[src/rtl/rr_tone_meter.sv]
// Tone-period meter for the RickRoll player output: recovers the square-wave
// period in clock cycles and flags lock and silence.
module rr_tone_meter #(
  parameter int unsigned CNT_W      = 16,
  parameter int unsigned MIN_PERIOD = 4,
  parameter int unsigned TOL        = 2,
  parameter int unsigned STABLE_N   = 2,
  parameter int unsigned TIMEOUT    = 1000
) (
  input  logic             clock,
  input  logic             reset,
  input  logic             tone_in,
  output logic [CNT_W-1:0] period,
  output logic             period_valid,
  output logic             locked,
  output logic             silent
);

  localparam int unsigned MW = $clog2(STABLE_N + 1);

  typedef enum logic {S_IDLE, S_MEASURE} state_t;

  state_t           r_state;
  logic             r_sync1, r_sync2, r_sync3;
  logic [CNT_W-1:0] r_cnt;
  logic [CNT_W-1:0] r_last_sample;
  logic             r_has_sample;
  logic [MW-1:0]    r_match_cnt;

  logic             w_rise;
  logic             w_timeout;
  logic [CNT_W-1:0] w_sample;
  logic             w_glitch;
  logic [CNT_W-1:0] w_diff_last;
  logic [CNT_W-1:0] w_diff_period;
  logic             w_near_last;
  logic             w_near_period;
  logic [MW-1:0]    w_match_next;
  logic             w_publish;

  function automatic logic [CNT_W-1:0] abs_diff(input logic [CNT_W-1:0] a,
                                                input logic [CNT_W-1:0] b);
    return (a >= b) ? (a - b) : (b - a);
  endfunction

  assign w_rise        = r_sync2 & ~r_sync3;
  assign w_timeout     = (r_cnt == CNT_W'(TIMEOUT));
  // cnt < TIMEOUT whenever a sample is taken, so cnt+1 cannot wrap
  assign w_sample      = r_cnt + CNT_W'(1);
  assign w_glitch      = (w_sample < CNT_W'(MIN_PERIOD));
  assign w_diff_last   = abs_diff(w_sample, r_last_sample);
  assign w_diff_period = abs_diff(w_sample, period);
  assign w_near_last   = (w_diff_last <= CNT_W'(TOL));
  assign w_near_period = (w_diff_period <= CNT_W'(TOL));

  always_comb begin
    w_match_next = '0;
    if (r_has_sample && w_near_last) begin
      if (r_match_cnt == MW'(STABLE_N)) w_match_next = r_match_cnt;
      else                              w_match_next = r_match_cnt + MW'(1);
    end
  end

  assign w_publish = (w_match_next == MW'(STABLE_N)) && (!locked || !w_near_period);

  always_ff @(posedge clock or negedge reset) begin
    if (!reset) begin
      r_state       <= S_IDLE;
      r_sync1       <= 1'b0;
      r_sync2       <= 1'b0;
      r_sync3       <= 1'b0;
      r_cnt         <= '0;
      r_last_sample <= '0;
      r_has_sample  <= 1'b0;
      r_match_cnt   <= '0;
      period        <= '0;
      period_valid  <= 1'b0;
      locked        <= 1'b0;
      silent        <= 1'b1;
    end else begin
      r_sync1      <= tone_in;
      r_sync2      <= r_sync1;
      r_sync3      <= r_sync2;
      period_valid <= 1'b0;
      case (r_state)
        S_IDLE: begin
          if (w_rise) begin
            r_state <= S_MEASURE;
            r_cnt   <= '0;
          end
        end
        S_MEASURE: begin
          // timeout is checked first so a coincident edge is dropped
          if (w_timeout) begin
            r_state       <= S_IDLE;
            r_cnt         <= '0;
            r_last_sample <= '0;
            r_has_sample  <= 1'b0;
            r_match_cnt   <= '0;
            period        <= '0;
            locked        <= 1'b0;
            silent        <= 1'b1;
          end else if (w_rise && !w_glitch) begin
            r_cnt         <= '0;
            r_match_cnt   <= w_match_next;
            r_last_sample <= w_sample;
            r_has_sample  <= 1'b1;
            if (w_publish) begin
              period       <= w_sample;
              period_valid <= 1'b1;
              locked       <= 1'b1;
              silent       <= 1'b0;
            end
          end else begin
            r_cnt <= r_cnt + CNT_W'(1);
          end
        end
      endcase
    end
  end

endmodule

[config.mk]
export PLATFORM = sky130hd
export DESIGN_NAME = rr_tone_meter
export DESIGN_NICKNAME = d
export VERILOG_FILES = /design/src/rtl/rr_tone_meter.sv
export SDC_FILE = /design/constraint.sdc
export NUM_CORES = 1
export LEC_CHECK = 0
export BUFFER_PORTS_ARGS = -buffer_cell sky130_fd_sc_hd__buf_2
export CAP_MARGIN = 10
export CORE_MARGIN = 2
export CORE_UTILIZATION = 30
export CTS_BUF_LIST = sky130_fd_sc_hd__clkbuf_16
export CTS_CLUSTER_DIAMETER = 150
export DETAILED_ROUTE_END_ITERATION = 7
export GPL_ROUTABILITY_DRIVEN = 0
export SYNTH_ARGS = -nofsm -noshare
export SYNTH_HDL_FRONTEND = slang
export SYNTH_SLANG_ARGS = --single-unit
[constraint.sdc]
create_clock -name clock -period 7.9 [get_ports clock]
set_input_delay 1.185 -clock clock [delete_from_list [all_inputs] [get_ports clock]]
set_output_delay 1.185 -clock clock [all_outputs]
set_load 0.005 [all_outputs]
Word level (Yosys, flattened, before mapping)
Index checks and enable logic that the tools add are counted.
{ "classes": {"n_addsub": 6, "mul": 0, "n_bitwise": 3, "shifts": 0, "muxes": 30, "n_reduce_logical": 11, "div_mod_pow": 0, "eq_ne": 4, "n_lt_le_gt_ge": 5} }
{ "op_table": {"columns": ["operator", "count"], "rows": [
  ["16-bit 2-to-1 mux", 10],
  ["16-bit subtractor", 4],
  ["16-bit >= comparator", 2],
  ["16-bit by 2-bit <= comparator with 1-bit output (second input constant)", 2],
  ["16-bit one-hot mux with 2 select lines", 1],
  ["16-bit by 1-bit adder with 16-bit output (second input constant)", 1],
  ["16-bit by 10-bit == test with 1-bit output (second input constant)", 1],
  ["16-bit by 3-bit less-than comparator with 1-bit output (second input constant)", 1],
  ["1-bit 2-to-1 mux", 14],
  ["2-bit 2-to-1 mux", 4],
  ["2-bit == test (second input constant)", 2],
  ["2-bit nonzero test", 2],
  ["1-bit logical AND", 3],
  ["1-bit zero test", 3],
  ["3-bit AND reduction", 1],
  ["2-bit by 1-bit adder with 2-bit output (second input constant)", 1],
  ["2-bit inequality test (second input constant)", 1],
  ["1-bit NOT", 2],
  ["1-bit one-hot mux with 2 select lines", 1],
  ["2-bit AND reduction", 1],
  ["1-bit AND", 1],
  ["1-bit logical OR", 1]
]} }
{ "word_totals": {"wordCells": 71, "rom_bits": 0, "latch_bits": 0, "in_bits": 3, "ramBits": 0, "memories": 0, "ff_bits": 58, "output_inout_bits": 19} }

Longest topological paths before layout
{ "depth": {"ltp_word": 12, "mapped_depth": 22, "depth_no_buf": 17} }

Worst setup path before layout
No wires, ideal clock.
{ "synth_path": {"kind": "register to register", "from": "reg r_cnt[6]", "to": "reg period[10]", "arrival_time_ps": 4339, "synth_period_minus_slack_ps": 4418, "n_path_buf": 4, "setup_time_ps": 79, "stages_incl_launch_ff": 22, "t_required_ps": 7821, "path_slack_ps": 3482, "cell_sequence": "dfrtp_1 -> clkbuf_2 -> nand4_1 -> nor3_1 -> nand2_1 -> xor2_1 -> inv_1 -> ha_1 -> buf_2 -> and4_4 -> and3_4 -> a221oi_4 -> a21oi_4 -> mux2i_2 -> nand2_1 -> nand3_1 -> o21ai_0 -> or4_1 -> o2111ai_2 -> buf_6 -> buf_12 -> mux2i_1"} }
{ "synth_via": {"elab_chain_len": 10, "elab_cells_between_ends": 27, "cone_classes": "add/sub: 5; order compare: 5; eq/ne: 2; mux: 6; reduce/logical: 9"} }
{ "synth_rtl": {"columns": ["element", "line", "text"], "rows": [
  ["start, declared", "25", "logic [CNT_W-1:0] r_cnt;"],
  ["start signal, assigned", "115", "r_cnt <= r_cnt + CNT_W'(1);"],
  ["16-bit by 1-bit adder with 16-bit output", "49", "assign w_sample = r_cnt + CNT_W'(1);"],
  ["16-bit subtractor or 16-bit >= comparator (tied branches)", "43", "return (a >= b) ? (a - b) : (b - a);"],
  ["16-bit 2-to-1 mux", "43", null],
  ["16-bit by 2-bit <= comparator with 1-bit output", "53", "assign w_near_last = (w_diff_last <= CNT_W'(TOL));"],
  ["1-bit logical AND", "58", "if (r_has_sample && w_near_last) begin"],
  ["2-bit 2-to-1 mux", "58", null],
  ["2-bit == test", "64", "assign w_publish = (w_match_next == MW'(STABLE_N)) && (!locked || !w_near_period);"],
  ["1-bit logical AND", "64", null],
  ["2-bit nonzero test (no source line)", null, null],
  ["3-bit AND reduction (no source line)", null, null],
  ["end signal, assigned", "109", "period <= w_sample;"],
  ["end, declared", "13", "output logic [CNT_W-1:0] period,"]
]} }
Several ways; a longest one is shown, not always the timed one. The select of a mux whose other input is x is not followed.
A chain may end at the register's enable or synchronous reset.

Worst setup path after layout
{ "layout_path": {"from": "reg r_cnt[2]", "to": "reg period[7]"} }
The elaborated chain is that of the path after synthesis.

==> reports/metrics.yaml <==
routing:
  ant_nets: 0
  vias: 5772
  vias_per_cell: 5.45
  firstDrtPassIters: 5
  drt_iter0_drc: 533
  wl_per_cell_um: 17.4
  routed_wl_um: 18400
  drc: 0
cells_and_area:
  multi_input_area_um2: 4270
  fin_nets: 856
  final_cell_mix: "nand2_1, inv_1, ha_1"
  utilization_pct: 33.4
  final_common_cell: "nand2_1"
  area.growth.synth_to_final_pct: 9.30
  drive_above_1_share_pct: 7.35
  antenna_cells: 0
  fillers: 2117
  seq_area_um2: 1450
synth:
  synth_edf_count: 0
  synth_area_um2: 6190
  syn_avg_cell_area_um2: 7.85
  ys.flop_type: "dfrtp_1"
  yosys-top-cells-area: "dfrtp_1, ha_1, nand2_1"
  ys_types: 80
  synth_seq_cells: 58
  async_reset_ff_share_pct: 100
  synthCells: 789
  synth_top_area_cell: "dfrtp_1"
  synthesis.nets: 861
  synth_top_area_share_pct: 23.0
  yosysWarnings: 0
  yosysSeqAreaShare_pct: 23.5
cts:
  cts_root_buffer: "clkbuf_16"
  insertion_delay_ns: 0.33
  ctsHtreeMaxLevel: 3
  ctsHoldBuffers: 0
  cts_setup_buffers: 0
  cts.sinks: 58
  numCtsBuffers: 9
  ctsResizeCount: 0
  clkTransAtPathRegs_ns: 0.05
  cts_tree: "done"
  clk_path_buf_depth: 2
grt:
  grt_pass1_vias: 5454
  track_usage_pct: 17.0
  grt_pass1_wl_um: 29800
  grt_overflow: 0
  antenna_found_initial: 0
  grt_start_max_net_pins: 59
floorplan:
  die_area_um2: 21800
  die_x_um: 148
  core-area_um2: 20200
  ios: 22
  start_util_pct: 30.6
  die_h_um: 148
  fp-row-count: 52
timing:
  fin_crit_sh_pct: 69.6
  max_slew_margin_pct: 30.6
  finalSetupViolCount: 0
  maxSlewViolCount: 0
  finalSetupTns_ns: 0
  fin_crit_ns: 5.49
  rsz0062_at_grt: "no"
  max_freq_mhz: 182
  worst_pin_slew_ns: 1.04
  hold_viol_final: 0
  skew_ns: 0.00520
pwr:
  power.static_leakage_nw: 3.16
  ir_worst_vdd_mv: 0.147
  p_per_area_nw_per_um2: 415
hold_path:
  holdCritPathClass: "flip-flop to flip-flop"
setup_path:
  crit_path_start_kind: "flip-flop"
  arrival_ns: 5.74
  cp.required_ns: 8.15
  worstSetupEndpointType: "flip-flop"
  crit_fanout: 19
  critPathKind: "flip-flop to flip-flop"
place:
  dpl.hpwl_um: 14400
  portBuffers: 21
flow_run:
  cap_violations: 0
outcome:
  status: "finished clean"
## through the flow
step | total power, mW | worst slack, ns | cells | area, um^2 | hold WS (ns)
finish | 2.81 | 2.41 | 1059 | 6770 | 0.348
global route | 3.03 | 2.10 | 1059 | 6770 | 0.355
CTS | 2.76 | 2.58 | 1059 | 6770 | 0.353
detailed placement | 2.34 | 2.64 | 1043 | 6460 | 0.340
global placement | 2.34 | 2.80 | 1043 | 6460 | 0.333
floorplan | 1.92 | 3.48 | 789 | 6190 | 0.331
## worst max-delay path: stages (launching register included)
cell and delay [ns]:
dfrtp_1 0.50, nand4_2 0.20, nor3_1 0.51, nand2_1 0.13
xor2_1 0.41, inv_1 0.14, ha_1 0.47, and4_4 0.32
and3_4 0.22, a221oi_4 0.09, a21oi_4 0.47, mux2i_2 0.32
nand2_1 0.11, nand3_1 0.09, o21ai_0 0.08, or4_1 0.55
o2111ai_2 0.20, buf_4 0.34, mux2i_1 0.25
## worst paths after layout
check	depth (start not counted)	endpoint	slack, ns	startpoint
worst max-delay path	18	period[7]$_DFFE_PN0P_	2.41	r_cnt[2]$_DFFE_PN0P_
worst min-delay path	0	r_sync2$_DFF_PN0_	0.35	r_sync1$_DFF_PN0_
worst max register to register	18	period[7]$_DFFE_PN0P_	2.41	r_cnt[2]$_DFFE_PN0P_
worst min register to register	0	r_sync2$_DFF_PN0_	0.35	r_sync1$_DFF_PN0_
max in group asynchronous	2	r_cnt[0]$_DFFE_PN0P_	6.39	reset
min in group asynchronous	2	period[15]$_DFFE_PN0P_	1.01	reset
## sequential cells by signal, indices dropped and copies added, names as in the netlist, 2 cells and up
name,count
period,16
r_cnt,16
r_last_sample,16
r_match_cnt,2
## synth_stat cells (17+ instances only)
master     n
a21o_1    18
a21oi_1   64
clkbuf_1  26
dfrtp_1   57
ha_1      65
inv_1     74
mux2i_1   25
nand2_1   88
nand3_1   34
nor2_1    46
o21ai_0   64
xnor2_1   22
xor2_1    17
## final cells by class
cell class	count	share of cell area (%)
sequential	58	21.5
timing repair buffer	23	1.78
inverter	74	4.11
clock inverter	7	1.24
clock buffer	9	3.33
multi-input combinational	618	63.1
tap	270	4.99
## cell families after synthesis
| logic type | count (synthesis) | synth area share [%] |
|---|---|---|
| xor+xnor | 39 | 5.52 |
| buf+inv | 113 | 7.58 |
| fa+ha+maj | 69 | 14.4 |
| flops | 58 | 23.5 |
| simple gates | 254 | 20.0 |
| mux | 27 | 4.45 |
| compound gates | 229 | 24.6 |
## where the power goes
group / switching, mW / total (mW) / internal, mW
Combinational: 1.21 / 2.04 / 0.826
Sequential: 0.0367 / 0.360 / 0.323
Clock: 0.136 / 0.407 / 0.272
Total: 1.39 / 2.81 / 1.42
## layer usage
metal / GRT usage (%) / vias to the layer above / routed length, um
met5: 0 / - / 0
met1: 24.3 / 2758 / 8780
met3: 3.15 / 36 / 954
li1: - / 2794 / -
met4: 5.63 / 0 / 524
met2: 26.0 / 184 / 8130
Power figures use the tool's default switching activity.
